==> config.mk <==
export PLATFORM = sky130hd
export DESIGN_NAME = imem_boot_loader
export DESIGN_NICKNAME = d
export VERILOG_FILES = /design/src/rtl/imem_boot_loader.sv
export SDC_FILE = /design/constraint.sdc
export NUM_CORES = 1
export LEC_CHECK = 0
export ABC_AREA = 0
export CAP_MARGIN = 20
export CORE_ASPECT_RATIO = 1.5
export CORE_UTILIZATION = 49
export CTS_CLUSTER_DIAMETER = 150
export DETAILED_ROUTE_END_ITERATION = 7
export GPL_ROUTABILITY_DRIVEN = 0
export PLACE_DENSITY = 0.75
export SYNTH_ARGS = -nofsm -noshare
export SYNTH_HDL_FRONTEND = slang
export SYNTH_SLANG_ARGS = --single-unit
==> constraint.sdc <==
create_clock -name clk -period 1.6 [get_ports clk]
set_input_delay 0.32 -clock clk [delete_from_list [all_inputs] [get_ports clk]]
set_output_delay 0.32 -clock clk [all_outputs]
set_load 0.1 [all_outputs]
==> src/rtl/imem_boot_loader.sv <==
// -----------------------------------------------------------------------------
// imem_boot_loader
//
// Boot-time loader that sits in front of the single-cycle RISC-V core. It takes
// a byte stream over a valid/ready handshake, assembles little-endian 32-bit
// instruction words, and writes them into instruction memory. The core is held
// in reset until the whole program has been written.
//
// Stream format: count_lo, count_hi (16-bit word count N), then N*4 payload
// bytes, each word LSB first. With BOOT_CHECKSUM_EN defined, one checksum byte
// follows the payload. The 8-bit sum of all stream bytes, including the
// checksum byte, must be zero.
//
// Optional feature macro: BOOT_CHECKSUM_EN
//
// Ports:
//   clk          system clock, rising edge
//   reset_n      asynchronous active-low reset
//   in_data      stream byte
//   in_valid     in_data valid this cycle
//   in_ready     loader accepts a byte this cycle (registered)
//   imem_we      IMEM write strobe, one cycle per word
//   imem_addr    IMEM word address
//   imem_wdata   assembled instruction word
//   cpu_reset_n  core reset, low until the load completes
//   done         load completed (sticky)
//   error        load aborted (sticky)
//
// state   | meaning
// --------+--------------------------------------------------------------
// HDR_LO  | waiting for the low byte of the word count
// HDR_HI  | waiting for the high byte; range-check N
// LOAD    | assembling payload words and writing them to IMEM
// CHK     | waiting for the checksum byte (BOOT_CHECKSUM_EN only)
// DONE    | program loaded, core released; terminal until reset
// ERROR   | load aborted, core held in reset; terminal until reset
// -----------------------------------------------------------------------------
module imem_boot_loader #(
  parameter int INST_WIDTH      = 32,
  parameter int IMEM_ADDR_WIDTH = 8
) (
  input  logic                       clk,
  input  logic                       reset_n,
  input  logic [7:0]                 in_data,
  input  logic                       in_valid,
  output logic                       in_ready,
  output logic                       imem_we,
  output logic [IMEM_ADDR_WIDTH-1:0] imem_addr,
  output logic [INST_WIDTH-1:0]      imem_wdata,
  output logic                       cpu_reset_n,
  output logic                       done,
  output logic                       error
);

`ifdef BOOT_CHECKSUM_EN
  typedef enum logic [2:0] {
    S_HDR_LO, S_HDR_HI, S_LOAD, S_CHK, S_DONE, S_ERROR
  } state_t;
`else
  typedef enum logic [2:0] {
    S_HDR_LO, S_HDR_HI, S_LOAD, S_DONE, S_ERROR
  } state_t;
`endif

  localparam logic [16:0] MAX_WORDS = 17'd1 << IMEM_ADDR_WIDTH;

  state_t                   state;
  logic [1:0]               byte_idx;
  logic [IMEM_ADDR_WIDTH:0] word_idx;
  logic [15:0]              count;
  logic [23:0]              asm_word;   // lanes 0..2; lane 3 comes straight from in_data

  logic        xfer;
  logic [15:0] hdr_count;
  logic [16:0] next_word;
  logic        last_word;

  assign xfer      = in_valid && in_ready;
  assign hdr_count = {in_data, count[7:0]};
  assign next_word = 17'(word_idx) + 17'd1;
  assign last_word = (next_word == {1'b0, count});

`ifdef BOOT_CHECKSUM_EN
  logic [7:0] sum;
  logic [7:0] sum_final;
  assign sum_final = sum + in_data;
`else
  // Set while the final word's write strobe is out; DONE follows one cycle later.
  logic last_wr;
`endif

  always_ff @(posedge clk or negedge reset_n) begin
    if (!reset_n) begin
      state       <= S_HDR_LO;
      byte_idx    <= 2'd0;
      word_idx    <= '0;
      count       <= 16'd0;
      asm_word    <= 24'd0;
      in_ready    <= 1'b0;
      imem_we     <= 1'b0;
      imem_addr   <= '0;
      imem_wdata  <= '0;
      cpu_reset_n <= 1'b0;
      done        <= 1'b0;
      error       <= 1'b0;
`ifdef BOOT_CHECKSUM_EN
      sum         <= 8'd0;
`else
      last_wr     <= 1'b0;
`endif
    end else begin
      imem_we <= 1'b0;
      case (state)
        S_HDR_LO: begin
          in_ready <= 1'b1;
          if (xfer) begin
            count[7:0] <= in_data;
`ifdef BOOT_CHECKSUM_EN
            sum        <= sum + in_data;
`endif
            state      <= S_HDR_HI;
          end
        end

        S_HDR_HI: begin
          if (xfer) begin
            count[15:8] <= in_data;
`ifdef BOOT_CHECKSUM_EN
            sum         <= sum + in_data;
`endif
            if (hdr_count == 16'd0) begin
              state       <= S_DONE;
              done        <= 1'b1;
              cpu_reset_n <= 1'b1;
              in_ready    <= 1'b0;
            end else if ({1'b0, hdr_count} > MAX_WORDS) begin
              state    <= S_ERROR;
              error    <= 1'b1;
              in_ready <= 1'b0;
            end else begin
              state <= S_LOAD;
            end
          end
        end

        S_LOAD: begin
`ifndef BOOT_CHECKSUM_EN
          if (last_wr) begin
            last_wr     <= 1'b0;
            state       <= S_DONE;
            done        <= 1'b1;
            cpu_reset_n <= 1'b1;
            in_ready    <= 1'b0;
          end else
`endif
          if (xfer) begin
`ifdef BOOT_CHECKSUM_EN
            sum      <= sum + in_data;
`endif
            byte_idx <= byte_idx + 2'd1;
            case (byte_idx)
              2'd0: asm_word[7:0]   <= in_data;
              2'd1: asm_word[15:8]  <= in_data;
              2'd2: asm_word[23:16] <= in_data;
              default: begin
                imem_we    <= 1'b1;
                imem_addr  <= word_idx[IMEM_ADDR_WIDTH-1:0];
                imem_wdata <= {in_data, asm_word};
                word_idx   <= word_idx + 1'b1;
                if (last_word) begin
`ifdef BOOT_CHECKSUM_EN
                  state <= S_CHK;
`else
                  last_wr <= 1'b1;
`endif
                end
              end
            endcase
          end
        end

`ifdef BOOT_CHECKSUM_EN
        S_CHK: begin
          if (xfer) begin
            in_ready <= 1'b0;
            if (sum_final == 8'd0) begin
              state       <= S_DONE;
              done        <= 1'b1;
              cpu_reset_n <= 1'b1;
            end else begin
              state <= S_ERROR;
              error <= 1'b1;
            end
          end
        end
`endif

        S_DONE: begin
          in_ready <= 1'b0;
        end

        S_ERROR: begin
          in_ready    <= 1'b0;
          cpu_reset_n <= 1'b0;
        end

        default: begin
          state    <= S_HDR_LO;
          in_ready <= 1'b0;
        end
      endcase
    end
  end

endmodule

==> flow_summary.yaml <==
floorplanning:
  die_w_um: 78.4
  die_h_um: 117
  rows: 41
  pin_count: 56
  initial_utilization_pct: 50.7
  core_area_mm2: 0.00846
  fp.dieArea_mm2: 0.00914
final_layout:
  n_fill_cell: 439
  final_cells: 609
  final_nets: 513
  drive_gt1_share_pct: 46.8
  antenna_cells: 0
  syn2layout_area_growth_pct: 55.6
  fin_util_pct: 78.9
logic_synthesis:
  synth-edff-count: 0
  yosys-top-cells-area: "dfrtp_1, nand2_1, mux2_2"
  netlist_area_mm2: 0.00429
  synth-seq-cells: 100
  async_flop_share_pct: 100
  synth.most_common_cell: "nand2_1"
  ys_seq_area_share_pct: 58.3
  ys.flop_type: "dfrtp_1"
  syn_nets: 411
  syn_area_per_cell_um2: 10.9
  yosys.area.top_type_share_pct: 58.3
  ys_warn_count: 0
  yosysTopAreaCell: "dfrtp_1"
  syn_inst: 395
  yosys.cell_types.count: 43
  synth_common_cells: "nand2_1, dfrtp_1, mux2_2, xnor2_1, buf_2"
pwr:
  switching_share_pct: 22.1
  internal_power_mw: 3.79
  clkPwrFrac_pct: 45.1
  seq_power_share_pct: 51.9
  power_switching_mw: 1.08
  power_mw: 4.86
  leakagePower_nw: 3.59
  ir_drop_mv: 0.743
  pwr-share-comb_pct: 3.0
  power_density_mw_per_mm2: 728
placement:
  io_buffers: 55
  dp_cells: 582
  preCtsSetupSlack_ps: -467
  hpwl_um: 7140
timing:
  fin_skew_ps: 4.01
  max_freq_ghz: 0.535
  tightest_slew_ps: 442
  slew_headroom_pct: 70.5
  fin_ws_ps: -269
  rsz0062_at_grt: "yes"
  finalSetupViolCount: 77
  slew_violations: 0
  period_needed_ps: 1870
  hold_viol: 0
  min_period_over_period_pct: 117
global_routing:
  grt_usage_pct: 26.3
  grt-ovfl-total: 0
  grt_antenna_before_repair: 0
  grt_pass1_vias: 3640
  grt_max_degree: 52
  grt_pass1_wl_um: 17800
drt:
  drt_iter0_drc: 225
  num_vias: 3480
  first_pass_iters: 4
  ant_nets: 0
  drc_errors: 0
  wl_per_cell_um: 20.5
  routed_wirelength_um: 12500
  viasPerCell: 5.71
clock_tree:
  clock_sinks: 100
  htree_num_levels: 3
  clock_path_buffers: 2
  cts_tree: "built"
  path_clk_slew_ps: 70
  cts-root-buf: "clkbuf_16"
  cts_buffers: 9
  insertion_delay_ps: 350
critical_path:
  worstPathArrival_ps: 2120
  critPathCaptureType: "flip-flop"
  critical_path_required_ps: 1850
  path_max_fanout: 7
  reg2reg_depth: 6
  path_class: "reg -> reg"
  start_kind: "flip-flop"
outcome:
  violations: "negative setup slack"
  status: "finished with violations"
run:
  cap_violations: 0
min_path:
  hold_path_class: "in -> async"
-- repair_timing --
action                                  4_1_cts  5_1_grt
gates cloned                                  4        1
endpoints found under the setup margin       79       92
gates resized for setup                      29       96
pin swaps                                    19       48
buffers inserted                              3        3
hold endpoints to repair                     22        0
hold buffers                                  1        0
-- cell usage in the layout (no fill, tap or decap), drive strengths merged, types with 2 or more instances in the layout --
cell and instances:
a31oi 2, o32ai 2, xor2 7, clkinv 4, and3 2, mux2 40
a211o 2, dfrtp 100, clkdlybuf4s50 9, nand2b 5, inv 7, clkbuf 11
nor2 7, or3 2, nor4 4, a21oi 5, clkinvlp 2, o211ai 2
nand4 2, xnor2 10, buf 94, o21ai 5, ha 5, nand3 6
nor3 8, o2111ai 2, nand2 142, o31ai 3
-- worst paths after layout --
check / startpoint / to / slack (ps)
max in group asynchronous: reset_n / count[2] / 470
min: reset_n / imem_wdata[16] / 420
min reg2reg: asm_word[6] / imem_wdata[6] / 470
min in group clk: asm_word[6] / imem_wdata[6] / 470
max reg2reg: word_idx[2] / last_wr / -270
max: word_idx[2] / last_wr / -270
-- flip-flops by register name, indices dropped and copies added (netlist names), 2 cells and up --
signal	count
asm_word	24
byte_idx	2
count	16
imem_addr	8
imem_wdata	32
state	3
word_idx	9
-- critical path: stages, from the launching register on --
cell and delay (ps):
dfrtp_1 420, buf_4 180, nand2b_1 170, o211ai_1 130
nor3b_1 400, o2111ai_1 210, o31ai_1 250
-- layout make-up --
class | count | area, um^2 | share of cell area (%)
Inverter | 7 | 38.8 | 0.581
Clock buffer | 10 | 229 | 3.43
Tap cell | 107 | 134 | 2.00
Timing Repair inverter | 1 | 16.3 | 0.244
Clock inverter | 6 | 63.8 | 0.955
Multi-Input combinational cell | 273 | 2130 | 31.9
Sequential cell | 100 | 2510 | 37.6
Timing Repair Buffer | 105 | 1560 | 23.3
-- layer usage --
metal	track usage (%)	vias to the layer above	wire (um)
met5	0	-	0
met4	18.1	0	660
met3	3.20	55	595
met2	48.4	144	6760
met1	28.0	1757	4450
li1	-	1524	-
-- through the flow --
step / TNS (ps) / area, um^2 / hold slack (ps)
floorplan: -10290 / 4320 / 24.4
global placement: -22160 / 5730 / 246
detailed placement: -25070 / 5730 / 248
CTS: -13150 / 6230 / 422
global route: -17880 / 6680 / 447
finish: -14840 / 6680 / 420
-- power by group through the flow --
stage               registers, mW  logic [mW]  clock network [mW]
CTS                          2.53       0.140                2.17
floorplan                    2.58     0.00664                   0
global placement             2.58       0.133                   0
finish                       2.53       0.146                2.19
detailed placement           2.58       0.135                   0
global route                 2.52       0.159                2.32
-- logic make-up (layout without fill, tap and decap cells) --
logic type	after synthesis	after routing	synth area share (%)
mux	40	40	10.5
fa+ha+maj	5	5	1.46
flops	100	100	58.3
compound gates	28	28	4.58
buf+inv	23	129	3.00
xor+xnor	17	17	3.47
simple gates	182	183	18.7
(Power assumes the default switching activity.)
